$ cat config.mk
export PLATFORM = sky130hd
export DESIGN_NAME = tc_event_timer
export DESIGN_NICKNAME = d
export VERILOG_FILES = /design/src/rtl/tc_event_timer.sv
export SDC_FILE = /design/constraint.sdc
export NUM_CORES = 1
export LEC_CHECK = 0
export CAP_MARGIN = 20
export CORE_ASPECT_RATIO = 1.75
export CORE_MARGIN = 2
export CORE_UTILIZATION = 40
export CTS_CLUSTER_SIZE = 10
export DETAILED_ROUTE_END_ITERATION = 12
export PLACE_DENSITY = 0.65
export SETUP_SLACK_MARGIN = 0.1
export SYNTH_ARGS = -nofsm -noshare
export SYNTH_HDL_FRONTEND = slang
export SYNTH_SLANG_ARGS = --single-unit
$ cat constraint.sdc
create_clock -name clk -period 5.9 [get_ports clk]
set_input_delay 1.18 -clock clk [delete_from_list [all_inputs] [get_ports clk]]
set_output_delay 1.18 -clock clk [all_outputs]
set_load 0.02 [all_outputs]
$ cat src/rtl/tc_event_timer.sv
// Purpose : counts terminal-count events from an external ripple counter and
//           flags expiry after a programmed number of events (one-shot or periodic).
// Latency : tc_in rise sampled at edge k -> tc_evt at k+SYNC_STAGES -> ev_cnt/irq at k+SYNC_STAGES+1.
// Backpressure: none; start is ignored while busy, stop aborts to IDLE.
// Ports: clk/clr (async active-low); tc_in (async); start/stop/mode/period (control);
//        cnt_rst_b (upstream counter clear), busy, expired (sticky), irq (1-cycle), ev_cnt.
module tc_event_timer #(
    parameter int CNT_W       = 8,
    parameter int SYNC_STAGES = 2
) (
    input  logic             clk,
    input  logic             clr,
    input  logic             tc_in,
    input  logic             start,
    input  logic             stop,
    input  logic             mode,
    input  logic [CNT_W-1:0] period,
    output logic             cnt_rst_b,
    output logic             busy,
    output logic             expired,
    output logic             irq,
    output logic [CNT_W-1:0] ev_cnt
);

    typedef enum logic [1:0] {
        ST_IDLE = 2'd0,
        ST_ARM  = 2'd1,
        ST_RUN  = 2'd2,
        ST_DONE = 2'd3
    } state_t;

    state_t state_q, state_d;

    logic [SYNC_STAGES-1:0] sync_q, sync_d;
    // Marks which synchronizer stages hold a sample taken after reset release,
    // so a tc_in already high at release is not mistaken for a rising edge.
    logic [SYNC_STAGES-1:0] vld_q, vld_d;
    logic                   prev_q, prev_d;
    logic                   prev_vld_q, prev_vld_d;
    logic                   tc_evt_q, tc_evt_d;

    logic [CNT_W-1:0]       per_q, per_d;
    logic                   mode_q, mode_d;
    logic [CNT_W-1:0]       ev_cnt_q, ev_cnt_d;
    logic                   expired_q, expired_d;
    logic                   irq_q, irq_d;
    logic                   busy_q, busy_d;
    logic                   cnt_rst_b_q, cnt_rst_b_d;

    // One bit wider than the counter so the compare never wraps.
    logic [CNT_W:0]         cnt_inc;

    // Synchronizer and registered rising-edge detector.
    always_comb begin
        sync_d     = {sync_q[SYNC_STAGES-2:0], tc_in};
        vld_d      = {vld_q[SYNC_STAGES-2:0], 1'b1};
        prev_d     = sync_q[SYNC_STAGES-1];
        prev_vld_d = vld_q[SYNC_STAGES-1];
        tc_evt_d   = sync_q[SYNC_STAGES-1] & ~prev_q & prev_vld_q;
        // Entering a new run: drop any pending edge and treat the current level
        // as already seen, so only a fresh rise after ARM is counted.
        if (state_q == ST_ARM) begin
            tc_evt_d = 1'b0;
            prev_d   = 1'b1;
        end
    end

    // FSM next state and registered outputs.
    always_comb begin
        state_d   = state_q;
        per_d     = per_q;
        mode_d    = mode_q;
        ev_cnt_d  = ev_cnt_q;
        expired_d = expired_q;
        irq_d     = 1'b0;
        cnt_inc   = {1'b0, ev_cnt_q} + {{CNT_W{1'b0}}, 1'b1};

        case (state_q)
            ST_IDLE, ST_DONE: begin
                if (start && (period != '0)) begin
                    state_d   = ST_ARM;
                    per_d     = period;
                    mode_d    = mode;
                    ev_cnt_d  = '0;
                    expired_d = 1'b0;
                end
            end
            ST_ARM: begin
                state_d = stop ? ST_IDLE : ST_RUN;
            end
            ST_RUN: begin
                // stop wins over a coincident event: it is neither counted nor expires.
                if (stop) begin
                    state_d = ST_IDLE;
                end else if (tc_evt_q) begin
                    if (cnt_inc < {1'b0, per_q}) begin
                        ev_cnt_d = cnt_inc[CNT_W-1:0];
                    end else begin
                        ev_cnt_d  = '0;
                        irq_d     = 1'b1;
                        expired_d = 1'b1;
                        if (!mode_q) begin
                            state_d = ST_DONE;
                        end
                    end
                end
            end
            default: begin
                state_d = ST_IDLE;
            end
        endcase

        // Decoded from the next state so these registers line up with state_q.
        busy_d      = (state_d == ST_ARM) || (state_d == ST_RUN);
        cnt_rst_b_d = busy_d;
    end

    always_ff @(posedge clk or negedge clr) begin
        if (!clr) begin
            state_q     <= ST_IDLE;
            sync_q      <= '0;
            vld_q       <= '0;
            prev_q      <= 1'b0;
            prev_vld_q  <= 1'b0;
            tc_evt_q    <= 1'b0;
            per_q       <= '0;
            mode_q      <= 1'b0;
            ev_cnt_q    <= '0;
            expired_q   <= 1'b0;
            irq_q       <= 1'b0;
            busy_q      <= 1'b0;
            cnt_rst_b_q <= 1'b0;
        end else begin
            state_q     <= state_d;
            sync_q      <= sync_d;
            vld_q       <= vld_d;
            prev_q      <= prev_d;
            prev_vld_q  <= prev_vld_d;
            tc_evt_q    <= tc_evt_d;
            per_q       <= per_d;
            mode_q      <= mode_d;
            ev_cnt_q    <= ev_cnt_d;
            expired_q   <= expired_d;
            irq_q       <= irq_d;
            busy_q      <= busy_d;
            cnt_rst_b_q <= cnt_rst_b_d;
        end
    end

    assign cnt_rst_b = cnt_rst_b_q;
    assign busy      = busy_q;
    assign expired   = expired_q;
    assign irq       = irq_q;
    assign ev_cnt    = ev_cnt_q;

endmodule

# After elaboration in Yosys (flattened, before gate mapping)
# Cells that the tools add are included.
[totals]
regBits = 29
inputBits = 14
out_inout_bits = 12
word_cells = 58
[classes]
n_addsub = 1
order_cmp = 1
n_eq_ne = 9
n_mux = 23
n_bitwise = 3
reduce_logical = 9
[ops]
columns = ["op", "count"]
rows = [
  ["8-bit two-way mux", 4],
  ["8-bit one-hot mux with 2 select lines", 1],
  ["2-bit two-way mux", 6],
  ["1-bit two-way mux", 10],
  ["8-bit by 1-bit adder with 9-bit output, second input constant", 1],
  ["9-bit by 8-bit < comparator with 1-bit output", 1],
  ["2-bit inequality test, second input constant", 4],
  ["8-bit nonzero test", 1],
  ["2-bit equality test, second input constant", 3],
  ["2-bit one-hot mux with 3 select lines", 1],
  ["5-bit AND reduction", 1],
  ["2-bit by 1-bit equality test with 1-bit output, second input constant", 2],
  ["4-bit AND reduction", 1],
  ["1-bit bitwise AND", 2],
  ["2-bit logical NOT", 1],
  ["1-bit one-hot mux with 2 select lines", 1],
  ["2-bit AND reduction", 1],
  ["2-bit nonzero test", 1],
  ["2-bit OR reduction", 1],
  ["1-bit logical AND", 1],
  ["1-bit logical OR", 1],
  ["1-bit NOT", 1],
]

# Depth between registers and ports, before layout
# Gate-level depths: netlist of run 1.
[depth]
depth_word = 8
ltp_mapped = 11
depth_no_buf = 11

# Worst setup path after synthesis of run 1
# Ideal clock, no wire load.
[synth_timing]
kind = "register to register"
start = "reg ev_cnt_q[0], in the netlist ev_cnt[0]"
end = "reg state_q[0]"
setup_ps = 134
t_arrival_ps = 2596
t_required_ps = 5766
setup_slack_ps = 3170
path_stages_with_launch = 12
n_path_buf = 0
period_less_slack_ps = 2730
cell_sequence = "dfrtp_1 > ha_1 > nand3_2 > nor2_1 > and2b_1 > nand2b_1 > ha_1 > a21o_1 > a21o_1 > a211oi_4 > and2_2 > o31ai_1"
[synth_via]
elab_chain_len = 6
[synth_lines]
columns = ["element", "line", "text"]
rows = [
  ["start, declared", "44", "logic [CNT_W-1:0] ev_cnt_q, ev_cnt_d;"],
  ["start signal, assigned", "142", "ev_cnt_q <= ev_cnt_d;"],
  ["8-bit by 1-bit adder with 9-bit output", "76", "cnt_inc = {1'b0, ev_cnt_q} + {{CNT_W{1'b0}}, 1'b1};"],
  ["9-bit by 8-bit < comparator with 1-bit output", "96", "if (cnt_inc < {1'b0, per_q}) begin"],
  ["2-bit two-way mux", "96", ""],
  ["2-bit two-way mux", "95", "end else if (tc_evt_q) begin"],
  ["2-bit two-way mux", "93", "if (stop) begin"],
  ["2-bit one-hot mux with 3 select lines", "78", "case (state_q)"],
  ["net state_d[0]", "32", "state_t state_q, state_d;"],
  ["end signal, assigned", "134", "state_q <= state_d;"],
  ["end, declared", "32", ""],
]
# The timed path passes the listed nets, and every way through them passes these cells.
# A chain may end at the register's enable or synchronous reset.

# Worst setup path in the final report of run 1
[layout_timing]
start = "in period[1]"
end = "reg ev_cnt_q[4], in the netlist ev_cnt[4]"
[layout_via]
elab_chain_len = 4
[layout_lines]
columns = ["element", "line", "text"]
rows = [
  ["start, declared", "17", "input logic [CNT_W-1:0] period,"],
  ["8-bit nonzero test", "80", "if (start && (period != '0)) begin"],
  ["1-bit logical AND", "80", ""],
  ["2-bit inequality test (no line)", "-", ""],
  ["4-bit AND reduction (no line)", "-", ""],
]
# No other way between the ends.

==> run summary, run 1 <==
Drt initial violations: 15
CTS Buf Count: 5
Root Driver: clkbuf_8
Status: complete, no violations
Yosys warnings: 0
Crit Path Class: input port to flip-flop
CTS resizes: 0
Longest Clk Path Bufs: 2
Hold Path Sink: prev_vld_q$_DFF_PN0_
# IOs: 26
Tot Pwr: 798.4 µW
Final worst setup slack: 3.005 ns
Total Routing Usage GR: 15.12%
Worst-path clk slew: 0.07 ns
Peak VDD IR: 0.2019 mV
Place WS: 2.649 ns
Fin cells: 218
P&R area growth vs syn: 26.94%
Synthesized area: 1533 µm²
Hold path startpoint: vld_q[1]$_DFF_PN0_
Worst r2r path cells: 11
Vias/cell: 5.050
Gp weighted congestion: 0.7794
Final hold vios: 0
Number of setup buffers added after CTS: 0
Seq/Total Area, Yosys: 47.35%
Yosys top cell by area: dfrtp_1
Vert. Die Dim: 85.89 µm
FF-to-FF End: state_q[0]$_DFF_PN0_
Post-route cell area: 1946 µm²
Clock Sinks: 29
Max Slew Vio Count: 0
Reg-to-reg setup timing slack: 3.05 ns
CP arrival: 3.05 ns
Port buffer count: 25
Net switching power: 276.2 µW
DP Cell Count: 210
Syn_area_per_cell: 10.87 µm²
Hold Buf Count CTS: 0
Avg WL per Cell: 12.58 µm
Worst Hold Path Cells: 0
Final setup vio count: 0
Via count: 1101
Worst Setup End Kind: flip-flop
#FFs+latches synth: 29
Fmax: 345.5 MHz
Row count: 29
Fraction of layout cells with a size suffix above 1: 18.60%
Placed cell area: 1831 µm²
Top cell type's share of synthesized area: 47.35%
Core area: 3665 µm²
Min cycle time layout: 2.895 ns
1st-pass router iterations: 4
Max-Cap Viols: 0
Period utilisation layout: 49.06%
Vias in the first global route: 1153
FF/Latch Area: 725.7 µm²
Synth Instances: 141
Netlist cell types: 40
Most common cell after layout, fill and taps aside: dfrtp_1
Post-Route Setup TNS: 0 ns
Initial antenna violation count: 0
Switch share: 34.59%
Synthesized net count: 165
TritonCTS clock tree: built
Clk Latency, worst-skew pair: 0.28 ns
Residual DRC: 0
Ant. Diodes: 0
Seq pwr share: 35.3%
Layout Utilization: 53.09%
Grt ovf: 0
Power Dens Cells: 410.4 nW/µm²
Starting density of the core: 41.82%
Gate power share: 39.3%
DP Wirelength: 2181 µm
RSZ-0062 raised after global routing: no
CP max FO: 14
Antenna-violating nets left: 0
Worst-Margin Slew: 0.5413 ns
Crit start category: input port
Commonest cells after routing, fill and taps aside: dfrtp_1 (29), clkdlybuf4s50_1 (25), inv_1 (15)
FILL cells: 334
Post-layout nets: 195
Worst hold slack: 0.3495 ns
Clock skew: 0.007692 ns
Worst min path class: flip-flop to flip-flop
Multi-input logic area: 733.2 µm²
Slew headroom: 63.91%
Critical R2R Launch: ev_cnt[0]$_DFFE_PN0P_
Crit path required time: 6.06 ns
Pin count of the biggest net entering global routing: 30
DIE WIDTH: 50.80 µm
Pleak: 0.9003 nW
H-Tree Depth: 2
Die area: 4363 µm²
Routed wire length: 2742 µm
Clk pwr share: 25.4%
Cell-internal power: 522.3 µW
Area contributors post-synth: dfrtp_1 (47%), ha_1 (8.2%), mux2_2 (6.6%)
First-pass GRT wire length: 4995 µm
## synthesized netlist by cell type, drive strengths merged
master / instances
nor3: 1
inv: 15
o21ai: 8
nor4: 2
xor2: 3
nor4bb: 1
or3: 1
o32a: 1
a21o: 3
nand4: 1
a32oi: 2
nand4bb: 1
dfrtp: 29
a21oi: 5
ha: 10
o22a: 1
nor2: 5
o22ai: 1
buf: 3
nand3: 7
nor2b: 1
nand2b: 3
nand2: 13
conb: 1
or2: 2
o31ai: 4
and2b: 1
a211oi: 1
a21boi: 1
xnor2: 2
nand3b: 1
and3: 1
and2: 1
mux2: 9
## how the worst max path moves through the flow
stage / startpoint / end / slack [ns] / cells past startpoint
4_1_cts: period[1] / ev_cnt[4]$_DFFE_PN0P_ / 2.94 / 6
2_1_floorplan: ev_cnt[0]$_DFFE_PN0P_ / state_q[0]$_DFF_PN0_ / 3.17 / 11
3_5_place_dp: period[1] / ev_cnt[4]$_DFFE_PN0P_ / 2.65 / 6
5_1_grt: period[1] / ev_cnt[3]$_DFFE_PN0P_ / 2.80 / 6
3_3_place_gp: period[1] / ev_cnt[3]$_DFFE_PN0P_ / 2.72 / 6
6_report: period[1] / ev_cnt[4]$_DFFE_PN0P_ / 3.01 / 6
## routing by layer
| layer | track usage (%) | up-vias | wire length [µm] | part of all wire, % |
|---|---|---|---|---|
| met3 | 3.136 | 6 | 96 | 3.5 |
| met4 | 7.371 | 0 | 58 | 2.1 |
| met1 | 16.99 | 522 | 1051 | 38 |
| li1 | - | 547 | - | - |
| met5 | 0 | - | 0 | 0 |
| met2 | 26.56 | 26 | 1535 | 56 |
## cells by family after synthesis
kind of cell / share of synthesized area [%]
adder cells (fa/ha/maj): 8.163
XOR/XNOR: 2.858
other: 0.2447
flip-flops: 47.35
buffers and inverters: 4.816
multiplexers: 6.612
AND/OR/NAND/NOR: 15.92
AO/OA/AOI/OAI: 14.04
## state kept, by name (all words and copies together) (netlist names)
name and cells:
sync_q 2, ev_cnt 8, prev_q 1, irq 1, state_q 2, cnt_rst_b 1, tc_evt_q 1, mode_q 1
expired 1, vld_q 2, per_q 8, prev_vld_q 1
## worst max-delay path, stage by stage
cell and delay, ns:
clkdlybuf4s50_1 0.42, nor4_1 0.37, a21boi_1 0.22, o21ai_2 0.48
nand4bb_4 0.31, o21ai_2 0.07
## cell type report
cell class                      count  share of cell area [%]
Multi-Input combinational cell     94                   37.68
Sequential cell                    29                   37.30
Timing Repair Buffer               26                   13.25
Clock buffer                        5                   3.537
Tap cell                           46                   2.958
Inverter                           15                   2.894
Clock inverter                      3                   2.379
## power groups by stage
stage                     registers, mW  clock network [mW]  logic [mW]
after global placement            0.284                   0       0.308
after detailed placement          0.286                   0       0.318
after global routing              0.288               0.216       0.356
final                             0.282               0.203       0.314
after CTS                         0.282               0.208       0.318
after floorplan                   0.288                   0       0.238
Power figures use the tool's default switching activity.
==> inputs of run 2 (changes only) <==
==> constraint.sdc (replaced) <==
create_clock -name clk -period 2.8 [get_ports clk]
set_input_delay 0.56 -clock clk [delete_from_list [all_inputs] [get_ports clk]]
set_output_delay 0.56 -clock clk [all_outputs]
set_load 0.02 [all_outputs]
==> run 2 against run 1 <==
Core utilization rose by 4.9 points; die area did not move; sequential power rose by 110%; largest cell class unchanged; via count increased by 6.0%; flip-flop and latch count is the same; critical path depth increased by 6.
==> run summary, run 2 (synthesis results as in run 1) <==
Port buffer count: 25 (unchanged)
Period utilisation layout: 94.51%
Longest Clk Path Bufs: 2 (unchanged)
Antenna-violating nets left: 0 (unchanged)
Fmax: 377.9 MHz
Layout Utilization: 58.01% (was 53.09%)
Final setup vio count: 0 (unchanged)
First-pass GRT wire length: 5092 µm (was 4995 µm)
Final hold vios: 0 (unchanged)
Post-route cell area: 2126 µm² (was 1946 µm²)
Status: complete, no violations (unchanged)
RSZ-0062 raised after global routing: no (unchanged)
Placed cell area: 1839 µm² (was 1831 µm²)
Starting density of the core: 41.82% (unchanged)
Vias/cell: 5.096 (was 5.050)
Vias in the first global route: 1156 (was 1153)
Max Slew Vio Count: 0 (unchanged)
Total Routing Usage GR: 15.59% (was 15.12%)
Routed wire length: 3106 µm (was 2742 µm)
Die area: 4363 µm² (unchanged)
Fraction of layout cells with a size suffix above 1: 30.60% (was 18.60%)
Clk Latency, worst-skew pair: 0.28 ns (about the same)
DP Cell Count: 211 (was 210)
Worst-path clk slew: 0.07 ns (about the same)
Avg WL per Cell: 13.56 µm (was 12.58 µm)
FF/Latch Area: 728.2 µm² (was 725.7 µm²)
Fin cells: 229 (was 218)
Crit path required time: 3.00 ns (was 6.06 ns)
Met2 Resource Use GR: 27.63% (was 26.56%)
Residual DRC: 0 (unchanged)
H-Tree Depth: 2 (unchanged)
Core area: 3665 µm² (unchanged)
CP max FO: 5 (was 14)
Max-Cap Viols: 0 (unchanged)
Vert. Die Dim: 85.89 µm (unchanged)
CTS Buf Count: 5 (unchanged)
Crit start category: flip-flop (was input port)
Gp weighted congestion: 0.7870 (was 0.7794)
Post-layout nets: 206 (was 195)
GRT met3 Usage: 3.659% (was 3.136%)
Crit Path Class: flip-flop to flip-flop (was input port to flip-flop)
Commonest cells after routing, fill and taps aside: dfrtp_1 (27), clkdlybuf4s50_1 (25), inv_1 (15) (was dfrtp_1 (29), clkdlybuf4s50_1 (25), inv_1 (15))
DP Wirelength: 2174 µm (was 2181 µm)
Pin count of the biggest net entering global routing: 30 (unchanged)
Place WS: 0.01397 ns (was 2.649 ns)
Min cycle time layout: 2.646 ns
Post-Route Setup TNS: 0 ns (unchanged)
Worst min path class: flip-flop to flip-flop (unchanged)
Via count: 1167 (was 1101)
Worst Setup End Kind: flip-flop (unchanged)
Ant. Diodes: 0 (unchanged)
# IOs: 26 (unchanged)
Most common cell after layout, fill and taps aside: dfrtp_1 (unchanged)
Final worst setup slack: 0.1537 ns (was 3.005 ns)
Row count: 29 (unchanged)
Pleak: 0.9691 nW (was 0.9003 nW)
P&R area growth vs syn: 38.69% (was 26.94%)
Clock skew: 0.009220 ns (was 0.007692 ns)
TritonCTS clock tree: built (unchanged)
Grt ovf: 0 (unchanged)
DIE WIDTH: 50.80 µm (unchanged)
FILL cells: 306 (was 334)
Met1 Usage GRT: 17.12% (was 16.99%)
Root Driver: clkbuf_8 (unchanged)
Clock Sinks: 29 (unchanged)
CP arrival: 2.85 ns (was 3.05 ns)
Power Dens Cells: 811.6 nW/µm² (was 410.4 nW/µm²)
Multi-input logic area: 812.0 µm² (was 733.2 µm²)
Peak VDD IR: 0.4696 mV (was 0.2019 mV)
Initial antenna violation count: 0 (unchanged)
1st-pass router iterations: 4 (unchanged)
Gr busiest metal: met2 (unchanged)
Hold Buf Count CTS: 0 (unchanged)
Drt initial violations: 15 (unchanged)
## run 2: layout make-up
cell class / count / area share, %
multi-input combinational: 94 / 38.20
sequential: 29 / 34.26
timing repair buffer: 37 / 17.42
clock buffer: 7 / 4.532
tap: 46 / 2.707
inverter: 15 / 2.649
clock inverter: 1 / 0.2354
## run 2: metrics by stage
step           hold slack, ns  power [mW]
2_1_floorplan          0.2644       1.111
3_3_place_gp           0.3353       1.283
3_5_place_dp           0.3379       1.300
4_1_cts                0.3501       1.692
5_1_grt                0.3535       1.850
6_report               0.3458       1.725
## run 2: routing by layer
layer | part of all wire, % | vias to the layer above | wire length [µm]
met3 | 2.8 | 6 | 88
met1 | 39 | 566 | 1210
met5 | 0 | - | 0
met4 | 1.7 | 0 | 53
met2 | 56 | 27 | 1754
li1 | - | 568 | -
## run 2: worst paths after layout
path                       slack, ns               endpoint  cells after the start                   from
setup / recovery                0.15  ev_cnt[0]$_DFFE_PN0P_                     12  ev_cnt[1]$_DFFE_PN0P_
hold / removal                  0.35     vld_q[1]$_DFF_PN0_                      0     vld_q[0]$_DFF_PN0_
setup reg to reg                0.15  ev_cnt[0]$_DFFE_PN0P_                     12  ev_cnt[1]$_DFFE_PN0P_
hold reg to reg                 0.35     vld_q[1]$_DFF_PN0_                      0     vld_q[0]$_DFF_PN0_
max in group asynchronous       1.84  ev_cnt[2]$_DFFE_PN0P_                      2                    clr
min in group asynchronous       0.67  ev_cnt[3]$_DFFE_PN0P_                      2                    clr
## run 2: what timing repair did
item | in CTS | in global routing
buffers inserted | 1 | 8
gates cloned | 0 | 1
gates resized for setup | 2 | 13
pin swaps | 1 | 6
endpoints found under the setup margin | 12 | 12
## run 2: power by group
part | switching (mW) | internal, mW
clock network | 0.154 | 0.222
registers | 0.0674 | 0.532
logic | 0.389 | 0.362
## run 2: worst max-delay path, cell delays in order (launching register included)
cell	delay (ns)
dfrtp_1	0.44
ha_4	0.19
nand3_4	0.10
nor2_4	0.10
and2b_1	0.20
nand2b_4	0.15
ha_4	0.21
a21o_1	0.15
a21o_1	0.19
a211oi_4	0.32
buf_12	0.16
nand4bb_4	0.18
o21ai_2	0.17
==> inputs of run 3 (changes only) <==
==> constraint.sdc (replaced) <==
create_clock -name clk -period 3.1 [get_ports clk]
set_input_delay 0.62 -clock clk [delete_from_list [all_inputs] [get_ports clk]]
set_output_delay 0.62 -clock clk [all_outputs]
set_load 0.02 [all_outputs]
==> run 3 against run 2 <==
Non-clock buffer count down 8; global-route usage down 0.24 points; core utilization down 4.7 points; cell area down 8.1%; combinational power down 16%; count of clock-buffer cells in the layout unchanged; fmax down 3.0%; highest routed layer unchanged; sequential power down 9.8%; largest cell class unchanged; critical path depth unchanged; final cell count down 3.5%; critical endpoint is now state_q[0]$_DFF_PN0_; sequential share of layout area up 2.9 points; flip-flop and latch count unchanged; critical path type unchanged.
==> run summary, run 3 (synthesis results as in run 1) <==
Status: complete, no violations (unchanged)
1st-pass router iterations: 4 (unchanged)
Cell-internal power: 975.0 µW (was 1.115 mW)
Gate power share: 41.9% (was 43.5%)
Total Routing Usage GR: 15.35% (was 15.59%)
CTS Buf Count: 5 (unchanged)
Post-layout nets: 198 (was 206)
Post-Route Setup TNS: 0 ns (unchanged)
Most common cell after layout, fill and taps aside: dfrtp_1 (unchanged)
CP arrival: 2.90 ns (was 2.85 ns)
Starting density of the core: 41.82% (unchanged)
DIE WIDTH: 50.80 µm (unchanged)
Via count: 1096 (was 1167)
Worst-path clk slew: 0.06 ns (was 0.07 ns)
Root Driver: clkbuf_8 (unchanged)
Port buffer count: 25 (unchanged)
Peak VDD IR: 0.4940 mV (was 0.4696 mV)
Residual DRC: 0 (unchanged)
Pin count of the biggest net entering global routing: 30 (unchanged)
RSZ-0062 raised after global routing: no (unchanged)
CP max FO: 6 (was 5)
Vias in the first global route: 1134 (was 1156)
Worst hold slack: 0.3502 ns (was 0.3458 ns)
Die area: 4363 µm² (unchanged)
# IOs: 26 (unchanged)
Drt initial violations: 18 (was 15)
TritonCTS clock tree: built (unchanged)
Min cycle time layout: 2.729 ns (was 2.646 ns)
P&R area growth vs syn: 27.51% (was 38.69%)
Seq pwr share: 35.8% (was 34.7%)
Crit start category: flip-flop (unchanged)
Clock skew: 0.003208 ns (was 0.009220 ns)
Vert. Die Dim: 85.89 µm (unchanged)
First-pass GRT wire length: 5016 µm (was 5092 µm)
Max-Cap Viols: 0 (unchanged)
Gp weighted congestion: 0.7862 (was 0.7870)
Avg WL per Cell: 13.03 µm (was 13.56 µm)
Period utilisation layout: 88.02% (was 94.51%)
Longest Clk Path Bufs: 2 (unchanged)
Clock Sinks: 29 (unchanged)
Worst Setup End Kind: flip-flop (unchanged)
Final setup vio count: 0 (unchanged)
Clk Latency, worst-skew pair: 0.28 ns (about the same)
Fraction of layout cells with a size suffix above 1: 20.00% (was 30.60%)
Net switching power: 532.6 µW (was 610.3 µW)
Max Slew Vio Count: 0 (unchanged)
Crit path required time: 3.27 ns (was 3.00 ns)
Critical-path cell list: ha_1 > nand3_2 > nor2_1 > and2b_1 > nand2b_1 > ha_1 > nand3_1 > a21oi_1 > a211oi_4 > buf_4 > and2_2 > o31ai_1 (was ha_4 > nand3_4 > nor2_4 > and2b_1 > nand2b_4 > ha_4 > a21o_1 > a21o_1 > a211oi_4 > buf_12 > nand4bb_4 > o21ai_2)
Ant. Diodes: 0 (unchanged)
Core area: 3665 µm² (unchanged)
Final hold vios: 0 (unchanged)
Tot Pwr: 1.508 mW (was 1.725 mW)
Layout Utilization: 53.33% (was 58.01%)
Pleak: 0.9132 nW (was 0.9691 nW)
Commonest cells after routing, fill and taps aside: dfrtp_1 (29), clkdlybuf4s50_1 (25), inv_1 (15) (was dfrtp_1 (27), clkdlybuf4s50_1 (25), inv_1 (15))
Row count: 29 (unchanged)
FILL cells: 340 (was 306)
Slowest stage delay, CP: 0.44 ns (about the same)
Crit Path Class: flip-flop to flip-flop (unchanged)
Power Dens Cells: 771.4 nW/µm² (was 811.6 nW/µm²)
Fmax: 366.5 MHz (was 377.9 MHz)
Worst min path class: flip-flop to flip-flop (unchanged)
Routed wire length: 2880 µm (was 3106 µm)
Clk pwr share: 22.3% (was 21.8%)
Initial antenna violation count: 0 (unchanged)
Antenna-violating nets left: 0 (unchanged)
Most used cell, CP: ha_1
Vias/cell: 4.959 (was 5.096)
Max stage delay cell, worst path: dfrtp_1 (unchanged)
Grt ovf: 0 (unchanged)
Switch share: 35.33% (was 35.37%)
DP Wirelength: 2243 µm (was 2174 µm)
H-Tree Depth: 2 (unchanged)
==> run 3: final cells by class <==
class | count | area (µm²) | share of cell area, %
Clock inverter | 1 | 5.005 | 0.2561
Clock buffer | 7 | 96.34 | 4.930
Timing Repair Buffer | 29 | 280.3 | 14.34
Inverter | 15 | 56.30 | 2.881
Multi-Input combinational cell | 94 | 733.2 | 37.52
Tap cell | 46 | 57.56 | 2.945
Sequential cell | 29 | 725.7 | 37.13
==> run 3: repair_timing <==
item / CTS / global route
endpoints found under the setup margin: 0 / 11
hold buffers: 0 / 0
setup buffers: 0 / 2
resized for setup: 0 / 0
==> run 3: final timing paths <==
check / startpoint / end / slack [ns] / cells after the start
max in group asynchronous: clr / per_q[0]$_DFFE_PN0P_ / 2.12 / 2
worst min-delay path: vld_q[0]$_DFF_PN0_ / vld_q[1]$_DFF_PN0_ / 0.35 / 0
worst min register to register: vld_q[0]$_DFF_PN0_ / vld_q[1]$_DFF_PN0_ / 0.35 / 0
min in group asynchronous: clr / state_q[0]$_DFF_PN0_ / 0.72 / 2
worst max register to register: ev_cnt[0]$_DFFE_PN0P_ / state_q[0]$_DFF_PN0_ / 0.37 / 12
worst max-delay path: ev_cnt[0]$_DFFE_PN0P_ / state_q[0]$_DFF_PN0_ / 0.37 / 12
==> run 3: metrics by stage <==
stage | instance area [µm²] | cells | worst slack [ns]
after global routing | 1954 | 221 | 0.1598
final | 1954 | 221 | 0.3714
after floorplan | 1533 | 141 | 0.3696
after global placement | 1838 | 211 | 0.3720
after detailed placement | 1838 | 211 | 0.2759
after CTS | 1939 | 219 | 0.2394
==> run 3: power groups by stage <==
stage / Sequential (mW) / Clock (mW) / Combinational, mW
2_1_floorplan: 0.549 / 0 / 0.453
3_3_place_gp: 0.540 / 0 / 0.613
3_5_place_dp: 0.544 / 0 / 0.635
4_1_cts: 0.539 / 0.347 / 0.637
5_1_grt: 0.551 / 0.363 / 0.705
6_report: 0.540 / 0.336 / 0.631
==> run 3: routing by layer <==
metal  part of all wire (%)  global-route usage (%)
met2                     56                   27.03
met5                      0                       0
met3                    2.9                   3.659
met4                    1.4                   7.371
met1                     40                   16.93
==> run 3: critical path: cells and delay by family, from the launching register on <==
kind            cells  cell delay (ns)
compound gates      3             0.60
buf+inv             1             0.15
simple gates        6             0.89
fa+ha+maj           2             0.54
flops               1             0.44
==> patch 1 (flow settings as in run 1) <==
`CNT_W`: 8 -> 12.
--- a/src/rtl/tc_event_timer.sv
+++ b/src/rtl/tc_event_timer.sv
@@ -6,5 +6,5 @@
 //        cnt_rst_b (upstream counter clear), busy, expired (sticky), irq (1-cycle), ev_cnt.
 module tc_event_timer #(
-    parameter int CNT_W       = 8,
+    parameter int CNT_W       = 12,
     parameter int SYNC_STAGES = 2
 ) (
Ports: changed (resized ev_cnt and period); port bits go from 26 to 34. No check against the original RTL was run, so the function may have changed too.
==> patch 1 against run 1 <==
- power up 21%
- routed wire length up 63%
- count of clock-buffer cells in the layout up 1
- final area up 29%
- sequential cell count up 8
- hold slack better by 0.0024 ns
- area after synthesis up 36%
- setup slack worse by 0.18 ns
- highest routed layer unchanged
==> patch 1: results (changes against run 1) <==
final_layout:
  fill_cells: 485  # +45%
  fin_util_pct: 50.4  # -2.7 points
  final_nets: 273  # +40%
  drive_gt1_share_pct: 9.92  # -8.7 points
logic_synthesis:
  synth_area_per_cell_um2: 9.99  # -8.1%
  synth-seq-area-share_pct: 44.6  # -2.8 points
  synthTopCellsByCount: "37 x dfrtp_1, 24 x nand2_1, 20 x inv_1"
  syn-num-nets: 240  # +45%
  ys_types: 48  # +20%
detailed_routing:
  viasPerCell: 5.38  # +6.5%
  drt_iter0_drc: 35  # +20
  via_count: 1592  # +45%
  wl_met3_um: 179  # +86%
placed_design:
  dp_cells: 288  # +37%
  portBuffers: 33  # +32%
  place_congestion: 0.866  # +11%
  dp_hpwl_um: 3410  # +56%
  placed_cell_area_um2: 2410  # +32%
timing:
  skew_ns: 0.00536  # -0.00233 ns
  layout_setup_ws_ns: 2.82  # -0.184 ns
  relSlewSlack_pct: 44.3  # -20 points
grt:
  grt_max_degree: 38  # +27%
  grt_pass1_wl_um: 7310  # +46%
  track_usage_pct: 16.7  # +1.5 points
power:
  cellLeakagePower_nw: 1.15  # +28%
die:
  dieArea_um2: 5810  # +33%
critical_path:
  reg2reg_depth: 10  # -1
  cp_max_fo: 6  # -8
  rrSetupSlack_ns: 2.82  # -0.23 ns
  crit_end: "cnt_rst_b"
  critPathArrivalTime_ns: 3.26  # +0.21 ns
cts:
  path_clk_slew_ns: 0.08
status:
  status: "finished clean"
-- patch 1: changes by cell type after synthesis, moves of 3 or more --
cell / delta
a22o_1: +3
buf_6: +3
dfrtp_1: +8
ha_1: +4
inv_1: +5
mux2_2: -6
nand2_1: +12
nand3_1: +4
nor4_1: +3
o21a_1: +3
o21ai_0: +6
o21ai_1: +10
o21ai_2: -5
xnor2_1: +4
-- patch 1: area by class of cell --
| class | instances | area share [%] |
|---|---|---|
| inverters | 20 | 2.99 |
| well taps | 54 | 2.69 |
| clock inverters | 2 | 0.549 |
| clock buffers | 6 | 3.29 |
| repair buffers | 33 | 13.0 |
| multi-input cells | 144 | 40.6 |
| flip-flops and latches | 37 | 36.9 |
-- patch 1: worst max-delay path: stages, from the launching register on --
cell,delay (ns)
dfrtp_1,0.45
ha_1,0.30
nand4_2,0.20
nor2_1,0.25
and3_1,0.20
xor2_1,0.08
ha_1,0.31
nand4_1,0.17
o41ai_1,0.65
o2111ai_2,0.19
a21boi_1,0.16
-- patch 1: kinds of logic (layout without fill, tap and decap cells) --
kind of cell	after synthesis	after routing	share of synthesized area (%)
adders and majority gates	14	14	8.43
AOI/OAI and AO/OA	47	47	16.4
DFF	37	37	44.6
and+or+nand+nor	67	67	17.2
buffers and inverters	27	61	6.44
xor gates and xnor gates	11	11	4.64
other	1	1	0.180
muxes	4	4	2.11
-- patch 1: routing by layer --
metal	up-vias	track usage, %
met1	765	19.7
met3	6	3.51
met2	32	29.0
li1	789	-
met5	-	0
met4	0	5.90
-- patch 1: where the power goes --
part / internal (W) / switching (W) / total [W]
logic: 0.000167 / 0.000262 / 0.000429
clock network: 0.0000947 / 0.0000944 / 0.000189
registers: 0.000318 / 0.0000278 / 0.000346
total: 0.000579 / 0.000385 / 0.000964
